[src/rtl/sipo_pkg.sv]
// Shared types and sizing helpers for the sipo_deser serial-to-parallel deserializer.
package sipo_pkg;

  typedef enum logic {
    S_DATA = 1'b0,
    S_PAR  = 1'b1
  } state_e;

  // Bit counter width, sized with headroom so WIDTH itself is representable.
  function automatic int cnt_width(input int width);
    return $clog2(width + 1);
  endfunction

endpackage

[src/rtl/sipo_shift_core.sv]
// Shift register and bit counter; flags the edge on which the WIDTH-th data bit lands.
module sipo_shift_core
  import sipo_pkg::*;
#(
  parameter int WIDTH     = 8,
  parameter bit MSB_FIRST = 1'b1
) (
  input  logic             clk,
  input  logic             rst_n,
  input  logic             clr_i,
  input  logic             shift_en_i,
  input  logic             din_i,
  output logic [WIDTH-1:0] word_o,
  output logic             word_done_o,
  output logic             busy_o
);

  localparam int CW = cnt_width(WIDTH);

  logic [WIDTH-1:0] shift_q, shift_d;
  logic [CW-1:0]    cnt_q, cnt_d;
  logic             last_bit;

  assign last_bit = (cnt_q == CW'(WIDTH - 1));

  always_comb begin
    shift_d = shift_q;
    cnt_d   = cnt_q;
    if (clr_i) begin
      cnt_d = '0;
    end else if (shift_en_i) begin
      shift_d = MSB_FIRST ? {shift_q[WIDTH-2:0], din_i} : {din_i, shift_q[WIDTH-1:1]};
      cnt_d   = last_bit ? '0 : cnt_q + CW'(1);
    end
  end

  always_ff @(posedge clk or negedge rst_n) begin
    if (!rst_n) begin
      shift_q <= '0;
      cnt_q   <= '0;
    end else begin
      shift_q <= shift_d;
      cnt_q   <= cnt_d;
    end
  end

  // word_o is the post-edge word, so the top can commit on the completing edge;
  // while shifting is paused it simply presents the held word.
  assign word_o      = shift_d;
  assign word_done_o = shift_en_i && !clr_i && last_bit;
  assign busy_o      = (cnt_q != '0);

endmodule

[src/rtl/sipo_deser.sv]
// Serial-in/parallel-out deserializer with one-word holding register and sticky overrun.
// Define SIPO_PARITY_EN to append an even-parity bit to every word and report par_err.
module sipo_deser
  import sipo_pkg::*;
#(
  parameter int WIDTH     = 8,
  parameter bit MSB_FIRST = 1'b1
) (
  input  logic             clk,
  input  logic             rst_n,
  input  logic             din,
  input  logic             din_en,
  input  logic             clr,
  output logic [WIDTH-1:0] out_data,
  output logic             out_valid,
  input  logic             out_ready,
  output logic             busy,
  output logic             overrun,
  output logic             par_err
);

  logic [WIDTH-1:0] word;
  logic             word_done;
  logic             core_busy;
  logic             shift_en;
  logic             commit;
  logic             commit_par;

  logic [WIDTH-1:0] data_q;
  logic             valid_q;
  logic             ovr_q;
  logic             par_q;

  sipo_shift_core #(
    .WIDTH    (WIDTH),
    .MSB_FIRST(MSB_FIRST)
  ) u_core (
    .clk        (clk),
    .rst_n      (rst_n),
    .clr_i      (clr),
    .shift_en_i (shift_en),
    .din_i      (din),
    .word_o     (word),
    .word_done_o(word_done),
    .busy_o     (core_busy)
  );

`ifdef SIPO_PARITY_EN
  state_e state_q;

  // In S_PAR the core is frozen, so word is the completed data word.
  assign shift_en   = din_en && (state_q == S_DATA);
  assign commit     = din_en && !clr && (state_q == S_PAR);
  assign commit_par = ^{word, din};
  assign busy       = core_busy || (state_q == S_PAR);

  always_ff @(posedge clk or negedge rst_n) begin
    if (!rst_n) begin
      state_q <= S_DATA;
    end else if (clr) begin
      state_q <= S_DATA;
    end else begin
      case (state_q)
        S_DATA:  if (word_done) state_q <= S_PAR;
        S_PAR:   if (din_en)    state_q <= S_DATA;
        default: state_q <= S_DATA;
      endcase
    end
  end
`else
  assign shift_en   = din_en;
  assign commit     = word_done;
  assign commit_par = 1'b0;
  assign busy       = core_busy;
`endif

  always_ff @(posedge clk or negedge rst_n) begin
    if (!rst_n) begin
      data_q  <= '0;
      valid_q <= 1'b0;
      ovr_q   <= 1'b0;
      par_q   <= 1'b0;
    end else begin
      if (commit) begin
        // A same-edge transfer frees the slot for the new word.
        if (!valid_q || out_ready) begin
          data_q  <= word;
          par_q   <= commit_par;
          valid_q <= 1'b1;
        end else begin
          ovr_q <= 1'b1;
        end
      end else if (valid_q && out_ready) begin
        valid_q <= 1'b0;
      end
      if (clr) ovr_q <= 1'b0;
    end
  end

  assign out_data  = data_q;
  assign out_valid = valid_q;
  assign overrun   = ovr_q;
  assign par_err   = par_q;

endmodule

[config.mk]
export PLATFORM = sky130hd
export DESIGN_NAME = sipo_deser
export DESIGN_NICKNAME = d
export VERILOG_FILES = /design/src/rtl/sipo_pkg.sv /design/src/rtl/sipo_shift_core.sv /design/src/rtl/sipo_deser.sv
export SDC_FILE = /design/constraint.sdc
export NUM_CORES = 1
export LEC_CHECK = 0
export ABC_AREA = 1
export BUFFER_PORTS_ARGS = -buffer_cell sky130_fd_sc_hd__clkbuf_2
export CAP_MARGIN = 20
export CORE_MARGIN = 2
export CORE_UTILIZATION = 57
export DETAILED_ROUTE_END_ITERATION = 16
export PLACE_DENSITY = 0.83
export SLEW_MARGIN = 10
export SYNTH_ARGS = -nofsm -noshare
export SYNTH_HDL_FRONTEND = slang
export SYNTH_SLANG_ARGS = --single-unit
[constraint.sdc]
create_clock -name clk -period 1.9 [get_ports clk]
set_input_delay 0.095 -clock clk [delete_from_list [all_inputs] [get_ports clk]]
set_output_delay 0.095 -clock clk [all_outputs]
set_load 0.05 [all_outputs]
==> reports/summary.txt, run 1 <==
Clk sink count = 22
Ys flop type = dfrtp_1
PostCTS Resize Cnt = 0
Final ANT Viol Nets = 0
Fin crit period = 1431 ps
Final #Nets = 139
Measured slew at the worst slew-check pin = 536.1 ps
Vias in the first global route = 702
Layout fillers = 142
HPWL after DPL = 1322 um
Initial Util = 0.5941
Vias = 786
Max Freq = 0.6989 GHz
PortBufs = 16
Initial antenna violation count = 0
Grt met1 use = 0.2685
Worst r2r dst = out_data[6]$_DFFE_PN0P_
WL final = 1817 um
Synth top area share = 0.5486
Cell Pwr Density = 755.0 nW/um^2
WP data required = 1800 ps
Startpoint types = register
Per-cell routed wire length = 12.45 um
Synth Instances = 113
Post-synth top cells = 43 x nand2_1, 22 x dfrtp_1, 21 x nand3_1
Net Count, Synth = 121
N_diodes = 0
Setup crit start = u_core.cnt_q[0]$_DFFE_PN0P_
Htree depth = 1
Die ar. = 2112 sq um
Worst reg-to-reg path cell count = 6
Crit end category = primary output
Detailed Route Iter0 Violations = 9
Hold Crit Start = din
Crit-path max FO = 4
Tightest Hold Check Type = input port to register
Worst r2r src = u_core.cnt_q[0]$_DFFE_PN0P_
Gpl congestion = 0.8486
Via/cell ratio = 5.384
Fraction of synthesis flops using an asynchronous set or reset pin = 1.000
CTS Buf Count = 3
Global-route wire length before repair = 3015 um
M2 GR Usage = 0.3194
Area grow syn2layout = 10.10%
Largest net degree at the start of global routing = 23
Num ports = 18
Post-synth top area cell = dfrtp_1
TritonCTS clock tree = yes
Count of cell types in the netlist = 17
CTS Buffer Depth = 2
Busiest layer in global routing = met2
Peak supply drop = 0.5343 mV
EDFF count, synth = 0
Top post-synthesis cells by area = dfrtp_1 55%, nand2_1 16%, nand3_1 10%
RSZ-0062 raised after global routing = no
Met3 Resource Use GR = 0.03571
CP arrival = 1340 ps
Die Y = 45.96 um
Skew-Pair Late Insertion Delay = 300 ps
Die Wd = 45.96 um
Post-Syn Area = 1003 sq um
Syn_area_per_cell = 8.880 sq um
Status = completed
Post-synthesis sequential area ratio = 0.5486
Skew final = 5.059 ps
Setup TNS = 0 ps
Max-slew violation count = 0
Leak Pwr = 0.0006545 uW
Global Route Usage Sum = 0.1987
Top-count cell post-synth = nand2_1
Hold Slack = 38.56 ps
DRC = 0
CTS root buf = clkbuf_4
Share of cells above drive strength 1 = 0.1860
Register-to-register setup slack = 600 ps
GRT overflow = 0
Clock slew at reported path FFs = 110 ps
Std-Cell Rows = 15
Drt first pass iters = 4
Setup crit end = busy
# setup viols final = 0
Worst setup path class = register to primary output
Synth warnings = 0
Fin crit share = 0.7531
Max Cap Viol = 0
Slew headroom = 0.6426
Endpoints failing hold = 0
Core Area = 1689 sq um
FF+latch count, synth = 22
## placed cells by master (no fill, tap or decap), types with 2 or more instances in the layout
cell / Yosys / routed
nand2_1: 43 / 43
dfrtp_1: 22 / 22
nand3_1: 21 / 21
clkbuf_2: 0 / 16
inv_1: 8 / 8
o21ai_0: 3 / 3
clkbuf_4: 0 / 3
nor2_1: 2 / 2
ha_1: 2 / 2
## layer usage
layer	share of wire	wire (um)
met5	0	0
met4	0.0066	12
met3	0.025	45
met2	0.52	946
met1	0.45	813
## repair_timing
action | CTS | global route
endpoints found under the hold margin | 22 | 0
buffers inserted | 0 | 0
hold buffers | 1 | 0
## worst min-delay path by stage
stage	to	cells past startpoint	slack, ps
after floorplan	out_data[0]$_DFFE_PN0P_	0	-200
after global routing	u_core.shift_q[0]$_DFF_PN0_	3	50
final	u_core.shift_q[0]$_DFF_PN0_	3	40
after detailed placement	out_data[0]$_DFFE_PN0P_	1	100
after global placement	out_data[0]$_DFFE_PN0P_	1	90
after CTS	u_core.shift_q[0]$_DFF_PN0_	3	40
## final cells by class
type | instances | area, sq um | area share
multi-input cells | 78 | 382.9 | 0.3465
inverters | 8 | 30.03 | 0.02718
repair buffers | 18 | 97.59 | 0.08834
well taps | 17 | 21.27 | 0.01925
clock buffers | 3 | 22.52 | 0.02039
flip-flops and latches | 22 | 550.5 | 0.4983
## registers in the layout, summed over array words and instances, names as in the netlist
name,cells
out_data,8
out_valid,1
overrun,1
u_core.cnt_q,4
u_core.shift_q,8
## power breakdown
group / internal [uW] / total [uW] / switching, uW
sequential: 503 / 525 / 21.6
combinational: 31.6 / 106 / 74.1
clock: 73.9 / 204 / 130
total: 609 / 834 / 225
## kinds of logic after synthesis
kind of cell	synth area share
AOI/OAI and AO/OA	0.02120
adders and majority gates	0.02493
buffers and inverters	0.06983
DFF	0.5486
other	0.003737
and+or+nand+nor	0.3317
## critical path: stages, from the launching register on
cell      delay [ps]
dfrtp_1          410
inv_1             80
ha_1             200
nand3_1           70
clkbuf_2         270
## per-stage QoR
step | cell area (sq um) | total power, uW | worst slack, ps | utilization | instances
after CTS | 1105 | 837.1 | 454.2 | 0.6541 | 146
after detailed placement | 1072 | 637.7 | 603.2 | 0.6348 | 142
after global placement | 1072 | 633.1 | 670.5 | 0.6348 | 142
final | 1105 | 834.1 | 469.1 | 0.6541 | 146
after floorplan | 1003 | 609.0 | 737.8 | - | 113
after global routing | 1105 | 873.7 | 400.5 | 0.6541 | 146
Note: power is estimated with default switching activity, not from simulation.
==> inputs of run 2 (changes only) <==
--- a/config.mk
+++ b/config.mk
@@ -9,9 +9,9 @@
 export BUFFER_PORTS_ARGS = -buffer_cell sky130_fd_sc_hd__clkbuf_2
 export CAP_MARGIN = 20
 export CORE_MARGIN = 2
-export CORE_UTILIZATION = 57
+export CORE_UTILIZATION = 48
 export DETAILED_ROUTE_END_ITERATION = 16
-export PLACE_DENSITY = 0.83
+export PLACE_DENSITY = 0.75
 export SLEW_MARGIN = 10
 export SYNTH_ARGS = -nofsm -noshare
 export SYNTH_HDL_FRONTEND = slang
==> constraint.sdc (replaced) <==
create_clock -name clk -period 1.2 [get_ports clk]
set_input_delay 0.06 -clock clk [delete_from_list [all_inputs] [get_ports clk]]
set_output_delay 0.06 -clock clk [all_outputs]
set_load 0.05 [all_outputs]
==> reports/summary.txt, run 2 (same netlist as run 1, synthesis figures left out) <==
Slew headroom = 0.6388 (-0.003786)
Max-slew violation count = 0 (unchanged)
Area grow syn2layout = 29.80%
Via/cell ratio = 4.834 (-10%)
N_diodes = 0 (unchanged)
Failing checks = negative setup slack
Detailed Route Iter0 Violations = 20 (+11)
Tightest Hold Check Type = input port to register
Skew final = 5.964 ps (+0.9049 ps)
Core Area = 1962 sq um (+16%)
Initial Util = 0.5115 (-0.08259)
Skew-Pair Late Insertion Delay = 300 ps (about the same)
Largest net degree at the start of global routing = 23 (unchanged)
Peak supply drop = 0.7185 mV (+34%)
Power after layout = 1415 uW (+70%)
Die Wd = 49.72 um (+8.2%)
Htree depth = 1 (unchanged)
Endpoints failing hold = 0 (unchanged)
DRC = 0 (unchanged)
CTS Buf Count = 3 (unchanged)
CTS root buf = clkbuf_4
Die ar. = 2472 sq um (+17%)
Fin crit period = 1313 ps
Share of cells above drive strength 1 = 0.3239 (+0.1379)
Startpoint types = register
Die Y = 49.72 um (+8.2%)
Cell count after placement = 157 (+11%)
GRT overflow = 0 (unchanged)
HPWL after DPL = 1355 um (+2.5%)
Global Route Usage Sum = 0.2000 (+0.001319)
Crit-path max FO = 2 (-2)
Most frequent cells in the layout = 39 x nand2_1, 22 x dfrtp_1, 20 x nand3_1, 15 x clkbuf_2, 11 x buf_4
Drt first pass iters = 4 (unchanged)
Fin crit share = 1.094
Final ANT Viol Nets = 0 (unchanged)
Setup ws final = -112.6 ps (-581.8 ps)
WP data required = 1140 ps (-660 ps)
Status = finished with violations
PortBufs = 16 (unchanged)
CP arrival = 1250 ps (-90 ps)
RSZ-0062 raised after global routing = yes
WL final = 2137 um (+18%)
Per-cell routed wire length = 12.64 um (+1.6%)
# setup viols final = 9 (+9)
Worst setup path class = register to primary output
Vias in the first global route = 788 (+12%)
Max Freq = 0.7618 GHz
Gpl congestion = 0.7477 (-12%)
Non-filler instance count after layout = 169 (+16%)
Clock slew at reported path FFs = 120 ps (about the same)
Vias = 817 (+3.9%)
Cell Pwr Density = 1086 nW/um^2 (+44%)
Initial antenna violation count = 0 (unchanged)
TritonCTS clock tree = yes
Num ports = 18 (unchanged)
Leak Pwr = 0.0007445 uW (+14%)
Std-Cell Rows = 16 (+1)
Crit end category = primary output
Final #Nets = 152 (+9.4%)
Max Cap Viol = 0 (unchanged)
Measured slew at the worst slew-check pin = 541.7 ps (+5.679 ps)
Leading cell type in the layout, fill and taps excluded = nand2_1
Global-route wire length before repair = 3670 um (+22%)
CTS Buffer Depth = 2 (unchanged)
Setup TNS = -594.1 ps (-594.1 ps)
Clk sink count = 22 (unchanged)
-- run 2: changes by cell type in the layout (fill, tap and decap cells not counted), moves of 2 or more --
cell / before / now
inv_1: 8 / 6
nand3_4: 0 / 2
ha_1: 2 / 0
buf_6: 0 / 2
nand2_1: 43 / 39
buf_4: 1 / 11
inv_4: 0 / 2
ha_4: 0 / 2
nand2_2: 0 / 3
-- run 2: path summary, 6_finish.rpt --
| check | startpoint | end | slack (ps) | depth (start not counted) |
|---|---|---|---|---|
| setup / recovery | u_core.cnt_q[0]$_DFFE_PN0P_ | busy | -110 | 5 |
| hold / removal | din_en | u_core.cnt_q[0]$_DFFE_PN0P_ | 170 | 5 |
| setup reg to reg | u_core.cnt_q[0]$_DFFE_PN0P_ | out_data[6]$_DFFE_PN0P_ | -70 | 7 |
| hold reg to reg | u_core.shift_q[7]$_DFF_PN0_ | u_core.shift_q[7]$_DFF_PN0_ | 490 | 2 |
| max in group asynchronous | rst_n | out_data[2]$_DFFE_PN0P_ | 570 | 2 |
| min in group asynchronous | rst_n | u_core.shift_q[0]$_DFF_PN0_ | 270 | 2 |
-- run 2: report_power, final --
part	switching [uW]	internal [uW]	leakage [uW]
logic	149	110	0.000432
registers	30.5	797	0.000299
clock network	212	117	0.0000138
total	391	1020	0.000745
-- run 2: final cells by class --
| class | count | area [sq um] |
|---|---|---|
| Fill cell | 168 | 659.4 |
| Inverter | 8 | 35.03 |
| Multi-Input combinational cell | 78 | 445.4 |
| Tap cell | 27 | 33.78 |
| Clock buffer | 3 | 22.52 |
| Timing Repair Buffer | 31 | 215.2 |
| Sequential cell | 22 | 550.5 |
-- run 2: worst max-delay path, cell delays in order (launching register included) --
cell,delay (ps)
dfrtp_1,410
buf_6,130
inv_4,60
ha_4,140
nand3_4,60
buf_8,150
-- run 2: per-stage QoR --
step / hold WS [ps] / instance area [sq um] / worst slack (ps) / utilization
4_1_cts: 11.34 / 1261 / -106.4 / 0.6429
3_5_place_dp: 70.11 / 1122 / -12.26 / 0.5721
3_3_place_gp: 58.25 / 1122 / 9.858 / 0.5721
6_report: 174.9 / 1303 / -112.6 / 0.6639
5_1_grt: 185.8 / 1303 / -188.4 / 0.6639
2_1_floorplan: -235.6 / 1003 / 37.77 / -
-- run 2: what timing repair did --
action | in CTS | in global routing
endpoints found under the hold margin | 22 | 1
resized for setup | 15 | 8
buffers inserted | 6 | 1
pin swaps | 4 | 2
endpoints found under the setup margin | 9 | 12
hold buffers | 1 | 1
-- run 2: layer usage --
| metal | routed length (um) | track usage |
|---|---|---|
| met1 | 909 | 0.2590 |
| met2 | 1147 | 0.3222 |
| met3 | 67 | 0.03636 |
| met4 | 12 | 0.09722 |
| met5 | 0 | 0 |
==> inputs of run 3 (changes only) <==
--- a/config.mk
+++ b/config.mk
@@ -9,9 +9,11 @@
 export BUFFER_PORTS_ARGS = -buffer_cell sky130_fd_sc_hd__clkbuf_2
 export CAP_MARGIN = 20
 export CORE_MARGIN = 2
-export CORE_UTILIZATION = 48
+export CORE_UTILIZATION = 51
+export CTS_BUF_LIST = sky130_fd_sc_hd__clkbuf_8
 export DETAILED_ROUTE_END_ITERATION = 16
-export PLACE_DENSITY = 0.75
+export PLACE_DENSITY = 0.79
+export RECOVER_POWER = 50
 export SLEW_MARGIN = 10
 export SYNTH_ARGS = -nofsm -noshare
 export SYNTH_HDL_FRONTEND = slang
==> reports/summary.txt, run 3 (same netlist as run 1, synthesis figures left out) <==
Setup TNS = -396.9 ps (+197.2 ps)
Met3 wire length = 84 um (+25%)
HPWL after DPL = 1296 um (-4.4%)
Final core occ = 0.6533 (-0.01061)
CTS Buf Count = 3 (unchanged)
Std-Cell Rows = 16 (unchanged)
Clock slew at reported path FFs = 80 ps (-40 ps)
GRT overflow = 0 (unchanged)
Measured slew at the worst slew-check pin = 515.0 ps (-26.75 ps)
N_diodes = 0 (unchanged)
DRC = 0 (unchanged)
Global Route Usage Sum = 0.1854 (-0.01457)
Final #Nets = 143 (-5.9%)
Via/cell ratio = 5.137 (+6.3%)
Endpoints failing hold = 0 (unchanged)
Final ANT Viol Nets = 0 (unchanged)
Initial Util = 0.5276 (+0.01615)
Vias = 827 (+1.2%)
Status = finished with violations
Htree depth = 1 (unchanged)
# setup viols final = 10 (+1)
Max Freq = 0.7873 GHz (+3.3%)
Leak Pwr = 0.0007002 uW (-6.0%)
CTS root buf = clkbuf_8
Per-cell routed wire length = 12.43 um (-1.7%)
Global-route wire length before repair = 3284 um (-11%)
Share of cells above drive strength 1 = 0.2612 (-0.06275)
RSZ-0062 raised after global routing = yes
Largest net degree at the start of global routing = 23 (unchanged)
Crit-path max FO = 3 (+1)
Slew headroom = 0.6567 (+0.01783)
Flip-flop and latch area = 550.5 sq um (unchanged)
WL final = 2001 um (-6.4%)
Most frequent cells in the layout = 43 x nand2_1, 22 x dfrtp_1, 19 x nand3_1, 15 x clkbuf_2, 7 x inv_1
PortBufs = 16 (unchanged)
Startpoint types = register
CTS Buffer Depth = 2 (unchanged)
Skew-Pair Late Insertion Delay = 260 ps (-40 ps)
Drt first pass iters = 7 (+3)
Fin crit share = 1.058 (-0.03544)
Vias in the first global route = 718 (-8.9%)
Crit end category = primary output
Core Area = 1902 sq um (-3.1%)
M1 WL = 828 um (-8.9%)
Peak supply drop = 1.043 mV (+45%)
Max Cap Viol = 0 (unchanged)
WP data required = 1140 ps (about the same)
Gpl congestion = 0.8548 (+14%)
Detailed Route Iter0 Violations = 20 (unchanged)
Worst setup path class = register to primary output
Max Used Layer = met4
Tightest Hold Check Type = input port to register
Hold Slack = 74.21 ps (-100.6 ps)
Clk sink count = 22 (unchanged)
Setup ws final = -70.12 ps (+42.53 ps)
Fin crit period = 1270 ps (-42.53 ps)
Max-slew violation count = 0 (unchanged)
Die Y = 48.36 um (-2.7%)
Die Wd = 48.36 um (-2.7%)
Met2 WL = 1054 um (-8.1%)
Leading cell type in the layout, fill and taps excluded = nand2_1
Die ar. = 2338 sq um (-5.4%)
Layout fillers = 158 (-6.0%)
TritonCTS clock tree = yes
Skew final = 2.315 ps (-3.649 ps)
Initial antenna violation count = 0 (unchanged)
Cell Pwr Density = 1270 nW/um^2 (+17%)
CP arrival = 1210 ps (-40 ps)
Failing checks = negative setup slack
Worst slack, placed = -64.14 ps (-51.88 ps)
Area grow syn2layout = 23.82%
Num ports = 18 (unchanged)
Multi-input logic area = 426.7 sq um (-4.2%)
[run 3: cell types whose count changed in the layout (fill, tap and decap cells not counted), sizes merged]
cell / previous run / this run
buf: 14 / 6
clkbuf: 18 / 19
dlygate4sd3: 2 / 1
[run 3: power by group]
group          switching, uW  leakage [uW]  internal (uW)  total [uW]
Clock                    238     0.0000288            293         531
Sequential              33.1      0.000299            797         830
Combinational            138      0.000372           80.1         218
[run 3: layout make-up]
type / instances / share of cell area
Clock buffer: 4 / 0.04431
Timing Repair Buffer: 22 / 0.1138
Inverter: 8 / 0.02820
Sequential cell: 22 / 0.4431
Multi-Input combinational cell: 78 / 0.3434
Tap cell: 27 / 0.02719
[run 3: critical path: stages (launching register included)]
cell and delay (ps):
dfrtp_1 410, buf_6 140, inv_6 50, ha_4 130, nand3_4 60, buf_8 160
[run 3: routing by layer]
metal  vias up  global-route usage
met5         -                   0
met4         0             0.05714
met3         7             0.03704
met2        32              0.3148
met1       384              0.2421
li1        404                   -
[run 3: stage by stage]
stage / power (uW) / area, sq um / instances
after global placement: 1009 / 1107 / 155
after CTS: 1571 / 1220 / 161
after floorplan: 964.2 / 1003 / 113
after detailed placement: 1016 / 1107 / 155
after global routing: 1651 / 1242 / 161
final: 1578 / 1242 / 161
[run 3: timing repair]
item	CTS	global route
endpoints found under the hold margin	22	0
buffers inserted	1	0
hold buffers	1	0
pin swaps	2	0
endpoints found under the setup margin	10	12
gates resized for setup	10	6
[run 3: path summary, 6_finish.rpt]
path                                        startpoint                          end  slack (ps)  cells past startpoint
min in group asynchronous                        rst_n  u_core.shift_q[5]$_DFF_PN0_         290                      2
max in group asynchronous                        rst_n  u_core.shift_q[0]$_DFF_PN0_         560                      2
setup reg to reg           u_core.cnt_q[1]$_DFFE_PN0P_      out_data[0]$_DFFE_PN0P_         -60                      6
setup / recovery           u_core.cnt_q[0]$_DFFE_PN0P_                         busy         -70                      5
hold / removal                                     din  u_core.shift_q[0]$_DFF_PN0_          70                      3
hold reg to reg                out_data[3]$_DFFE_PN0P_      out_data[3]$_DFFE_PN0P_         490                      2
